File: src/rtl/mux4_rr_arbiter.sv
// Round-robin arbiter sharing a 4:1 one-bit mux between four requesters.
// Each grant is limited to HOLD_MAX accepted transfers, then rotates.
//
//  state    | meaning
//  ---------+--------------------------------------------
//  ST_IDLE  | no requester owns the mux, gnt=0000
//  ST_GRANT | requester s owns the mux, gnt=onehot(s)
module mux4_rr_arbiter #(
    parameter int HOLD_MAX = 8
) (
    input  logic       clk,
    input  logic       rst_n,
    input  logic [3:0] req,
    input  logic [3:0] i,
    input  logic       ready,
    output logic [3:0] gnt,
    output logic [1:0] s,
    output logic       o,
    output logic       valid
);

    localparam int CW = $clog2(HOLD_MAX + 1);
    localparam logic [CW-1:0] CNT_LAST = CW'(HOLD_MAX - 1);

    localparam logic ST_IDLE  = 1'b0;
    localparam logic ST_GRANT = 1'b1;

    logic          r_state;
    logic [1:0]    r_s;
    logic [3:0]    r_gnt;
    logic [1:0]    r_last;
    logic [CW-1:0] r_cnt;

    logic       w_in_grant;
    logic       w_xfer;
    logic       w_rel_drop;
    logic       w_rel_quota;
    logic [3:0] w_others;
    logic [3:0] w_elig;
    logic       w_found;
    logic [1:0] w_win;

    assign w_in_grant = (r_state == ST_GRANT);
    assign valid      = w_in_grant & req[r_s];
    assign o          = w_in_grant & i[r_s];
    assign gnt        = r_gnt;
    assign s          = r_s;

    assign w_xfer      = valid & ready;
    assign w_rel_drop  = w_in_grant & ~req[r_s];
    assign w_rel_quota = w_xfer & (r_cnt == CNT_LAST);
    assign w_others    = req & ~(4'b0001 << r_s);

    // A quota release skips the current owner unless it is the only requester.
    always_comb begin
        w_elig = req;
        if (w_rel_quota && (w_others != 4'b0000)) begin
            w_elig = w_others;
        end
    end

    always_comb begin
        logic [1:0] v_idx;
        v_idx   = r_last;
        w_found = 1'b0;
        w_win   = r_last;
        for (int k = 1; k <= 4; k++) begin
            v_idx = r_last + 2'(k);
            if (!w_found && w_elig[v_idx]) begin
                w_found = 1'b1;
                w_win   = v_idx;
            end
        end
    end

    always_ff @(posedge clk or negedge rst_n) begin
        if (!rst_n) begin
            r_state <= ST_IDLE;
            r_s     <= 2'b00;
            r_gnt   <= 4'b0000;
            r_last  <= 2'b11;
            r_cnt   <= '0;
        end else begin
            case (r_state)
                ST_IDLE: begin
                    if (w_found) begin
                        r_state <= ST_GRANT;
                        r_s     <= w_win;
                        r_gnt   <= 4'b0001 << w_win;
                        r_last  <= w_win;
                        r_cnt   <= '0;
                    end
                end
                ST_GRANT: begin
                    if (w_rel_drop || w_rel_quota) begin
                        if (w_found) begin
                            r_s    <= w_win;
                            r_gnt  <= 4'b0001 << w_win;
                            r_last <= w_win;
                            r_cnt  <= '0;
                        end else begin
                            r_state <= ST_IDLE;
                            r_gnt   <= 4'b0000;
                        end
                    end else if (w_xfer) begin
                        r_cnt <= r_cnt + 1'b1;
                    end
                end
                default: begin
                    r_state <= ST_IDLE;
                    r_gnt   <= 4'b0000;
                end
            endcase
        end
    end

endmodule

File: config.mk
export PLATFORM = sky130hd
export DESIGN_NAME = mux4_rr_arbiter
export DESIGN_NICKNAME = d
export VERILOG_FILES = /design/src/rtl/mux4_rr_arbiter.sv
export SDC_FILE = /design/constraint.sdc
export NUM_CORES = 1
export LEC_CHECK = 0
export CAP_MARGIN = 40
export CORE_MARGIN = 2
export CORE_UTILIZATION = 30
export DETAILED_ROUTE_END_ITERATION = 10
export PLACE_DENSITY_LB_ADDON = 0.25
export SYNTH_ARGS = -nofsm -noshare
export SYNTH_HDL_FRONTEND = slang
export SYNTH_SLANG_ARGS = --single-unit
File: constraint.sdc
create_clock -name clk -period 6.05 [get_ports clk]
set_input_delay 1.21 -clock clk [delete_from_list [all_inputs] [get_ports clk]]
set_output_delay 1.21 -clock clk [all_outputs]
set_load 0.03 [all_outputs]
# After elaboration in Yosys (flattened, before gate mapping)
# Index checks and enable logic that the tools add are counted.
[totals]
regBits = 13
output_inout_bits = 8
[classes]
addsub = 4
magnitude_cmp = 5
n_eq_ne = 4
shift = 2
muxes = 38
bitwise_logic = 9
n_reduce_logical = 10
[ops]
columns = ["op", "count"]
rows = [
  ["2-to-1 mux 4 bit", 7],
  ["2-to-1 mux 2 bit", 8],
  ["case mux 4 bit (2 select lines)", 2],
  ["less-than comparator 2 x 3 -> 1 bit, second input constant", 5],
  ["binary-select mux 1 bit (select 2 bit)", 6],
  ["2-to-1 mux 1 bit", 12],
  ["case mux 2 bit (2 select lines)", 2],
  ["<< shifter 1 x 2 -> 4 bit, first input constant", 2],
  ["bitwise AND 1 bit", 5],
  ["adder 2 bit, second input constant", 2],
  ["adder 4 x 1 -> 4 bit, second input constant", 1],
  ["bitwise AND 4 bit", 1],
  ["== test 4 x 3 -> 1 bit, second input constant", 1],
  ["logical AND 1 bit", 4],
  ["inverter 4 bit", 1],
  ["nonzero test 4 bit", 1],
  ["zero test 1 bit", 3],
  ["!= test 3 x 1 -> 1 bit, second input constant", 1],
  ["adder 2 x 1 -> 2 bit, second input constant", 1],
  ["!= test 2 x 1 -> 1 bit, second input constant", 1],
  ["!= test 2 bit, second input constant", 1],
  ["inverter 1 bit", 2],
  ["case mux 1 bit (2 select lines)", 1],
  ["AND reduction 2 bit", 1],
  ["logical OR 1 bit", 1],
]

# Logic depth before layout (Yosys ltp)
[logic_depth]
depth_word = 23
mapped_depth = 7

# Worst setup path after synthesis
# Ideal clock, no wire load.
[synth_path]
kind = "input to output"
start = "input port i[3]"
end = "output port o"
t_arrival_ps = 1904
path_slack_ps = 2936
stages = 2
path_cell_list = "mux4_2 and2_1"
[synth_via]
elab_chain_cells = 3
[synth_lines]
columns = ["item", "line", "rtl"]
rows = [
  ["from (decl)", "14", "input logic [3:0] i,"],
  ["binary-select mux 1 bit (select 2 bit)", "45", "assign o = w_in_grant & i[r_s];"],
  ["2-to-1 mux 1 bit (implied by the code)", "45", ""],
  ["bitwise AND 1 bit", "45", ""],
  ["to (decl)", "18", "output logic o,"],
]
# No other way between the ends. The select of a mux whose other input is x is not followed.

# Worst setup path in the final report
[layout_path]
start = "input port req[3]"
end = "output port valid"
[layout_via]
elab_chain_cells = 3
[layout_lines]
columns = ["item", "line", "rtl"]
rows = [
  ["from (decl)", "13", "input logic [3:0] req,"],
  ["binary-select mux 1 bit (select 2 bit)", "44", "assign valid = w_in_grant & req[r_s];"],
  ["2-to-1 mux 1 bit (implied by the code)", "44", ""],
  ["bitwise AND 1 bit", "44", ""],
  ["to (decl)", "19", "output logic valid"],
]
# No other way between the ends. The select of a mux whose other input is x is not followed.

==> flow_summary.ini <==
[floorplan]
num_io_pins = 19
start_util_pct = 31.5
die_h_um = 60.6
rows = 20
die_w_um = 60.6
core_um2 = 3050
dieArea_um2 = 3680

[worst_hold_path]
worstHoldPathType = flip-flop to flip-flop

[grt]
met1_usage_pct = 20.4
grt_busiest_layer = met2
overflow = 0
grt_use_met3_pct = 2.13
grt_max_degree = 14
track_usage_pct = 14.6
use_met2_pct = 23.0
antenna_found_initial = 0
grt_pass1_vias = 854
grt_pass1_wl_mm = 4.05

[pwr]
p_clk_share_pct = 10.5
switching_share_pct = 45.7
intPower_mw = 0.279
p_comb_share_pct = 57.5
cellLeakagePower_nw = 0.496
ir_drop_v = 0.000207
p_seq_share_pct = 32.0
power.switching_mw = 0.235
power.density_nw_per_um2 = 428

[route]
drc = 0
firstDrtPassIters = 4
drt_iter0_drc = 48
vias = 856
via_per_inst = 5.38
avgRoutedWirePerCell_um = 15.1
routed_wirelength_mm = 2.40
ant_nets = 0

[cells_and_area]
fin_nets = 128
final_layout_size_suffix_gt1_share_pct = 11.3
diodes = 0
layout.cells.non_filler = 159
syn_to_final_growth_pct = 25.0

[critical_path]
cp-end-kind = primary output
cp_top_family = buffers and inverters
crit_path_frequent_cell = clkdlybuf4s50_1
critPathMaxStageDelay_ns = 0.59
worstSetupPathType = input port to primary output
crit_fanout = 8
critPathLaunchType = input port
crit_required_ns = 4.84
crit_chain = clkdlybuf4s50_1 > mux4_2 > and2_4 > clkdlybuf4s50_1
crit_slowest_cell = clkdlybuf4s50_1
critPathArrivalTime_ns = 3.12
path_buf_inv = 2

[clocking]
cts_resized = 0
cts_inserted_buffers = 3
ctsHtreeMaxLevel = 1
clock_latency_ns = 0.27
cts_tree = yes
holdBufCountCts = 0
clk_pin_slew_worst_paths_ns = 0.09
clock_tree.root_cell = clkbuf_4
cts_setup_buffers = 0
max-clock-path-buffers = 2
clock_sinks = 13

[timing]
setup_tns_ns = 0
rsz0062_at_grt = no
fin_crit_ns = 4.33
hold_violations = 0
max_slew_margin_pct = 59.3
worstMarginPinSlew_ns = 0.608
setup_viol = 0
drv_slew = 0
fin_crit_sh_pct = 71.5
whs_ns = 0.538
final.setup_skew_ns = 0.00796
layout_setup_ws_ns = 1.72
timing.fmax_mhz = 231

[logic_synthesis]
yosysTopAreaCellShare_pct = 28.6
synth_top_cell_by_area = dfrtp_1
synthCells = 96
synth.area.top_cells = dfrtp_1, a21oi_1, dfstp_2
synth_edf_count = 0
yosysWarnings = 0
synth.cell_area_um2 = 962
synth.net_count = 108
synth_flop_cell = dfrtp_1
ys_ff_latch = 13
synthArstFlopShare_pct = 100
synth_cell_types = 41
yosysSeqAreaShare_pct = 34.1
syn_area_per_cell_um2 = 10.0

[place]
dp_slack_ns = 1.76
place_inst = 155
gp_congestion = 0.825
port_buffers = 18
hpwlAfterDp_mm = 1.74

[flow_run]
maxCapViolations = 0

[status]
status = complete, no violations
## cell type report
class,instances,area [um^2]
Fill cell,330,1850
Clock buffer,4,26.3
Multi-Input combinational cell,79,609
Inverter,1,3.75
Timing Repair Buffer,18,180
Tap cell,44,55.1
Sequential cell,13,328
## cells in the mapped netlist (all sizes together), types with 2 or more instances
cell	instances
a21oi	12
dfrtp	11
nand2b	8
nand2	6
a31o	4
and2	4
nor2	4
and3	3
buf	3
nor2b	3
nor3	3
o211ai	3
o41ai	3
a21o	2
a32o	2
dfstp	2
mux4	2
nand4b	2
o31ai	2
## worst reg2reg max path: cells and delay by family, from the launching register on
kind,cells,cell delay (ns)
AO/OA/AOI/OAI,3,1.01
adder cells (fa/ha/maj),1,0.27
flip-flops,1,0.39
AND/OR/NAND/NOR,2,0.57
## metrics by stage
stage	util [%]	power, mW	instance area [um^2]
3_5_place_dp	38.5	0.458	1180
5_1_grt	39.4	0.555	1200
4_1_cts	39.4	0.516	1200
6_report	39.4	0.515	1200
3_3_place_gp	38.5	0.454	1180
2_1_floorplan	-	0.370	962
## routing by layer
layer  share of wire [%]  up-vias  wire length (um)
met4                0.54        0                13
met5                   0        -                 0
met1                  50      417              1210
li1                    -      418                 -
met3                 3.8        2                90
met2                  45       19              1090
## sequential cells by signal (all words and copies together), names as in the netlist
signal / cells
r_cnt: 4
s: 2
gnt: 4
r_state: 1
r_last: 2
## power by group through the flow
stage / Combinational [mW] / Sequential [mW] / Clock, mW
final: 0.296 / 0.165 / 0.0541
after global routing: 0.325 / 0.170 / 0.0604
after CTS: 0.296 / 0.165 / 0.0554
after floorplan: 0.192 / 0.178 / 0
after detailed placement: 0.293 / 0.165 / 0
after global placement: 0.291 / 0.163 / 0
## kinds of logic after synthesis
| logic type | after synthesis | synth area share, % |
|---|---|---|
| AO/OA/AOI/OAI | 38 | 30.8 |
| adder cells (fa/ha/maj) | 1 | 1.30 |
| buffers and inverters | 4 | 2.60 |
| flip-flops | 13 | 34.1 |
| multiplexers | 3 | 5.85 |
| AND/OR/NAND/NOR | 37 | 25.4 |
## worst paths after layout
path | startpoint | endpoint | slack, ns | cells past startpoint
min in group asynchronous | rst_n | r_cnt[0]$_DFFE_PN0P_ | 1.31 | 1
worst max register to register | r_cnt[1]$_DFFE_PN0P_ | gnt[2]$_DFFE_PN0P_ | 3.70 | 6
worst max-delay path | req[3] | valid | 1.72 | 4
max in group asynchronous | rst_n | gnt[3]$_DFFE_PN0P_ | 4.34 | 1
worst min-delay path | r_cnt[0]$_DFFE_PN0P_ | r_cnt[0]$_DFFE_PN0P_ | 0.54 | 1
worst min register to register | r_cnt[0]$_DFFE_PN0P_ | r_cnt[0]$_DFFE_PN0P_ | 0.54 | 1
## cells in the final DEF (no fill, tap or decap), drive strengths merged, types with 4 or more instances in the layout
cell / instances
clkdlybuf4s50: 18
a21oi: 12
dfrtp: 11
nand2b: 8
nand2: 6
nor2: 4
a31o: 4
and2: 4
clkbuf: 4
Power figures use the tool's default switching activity.
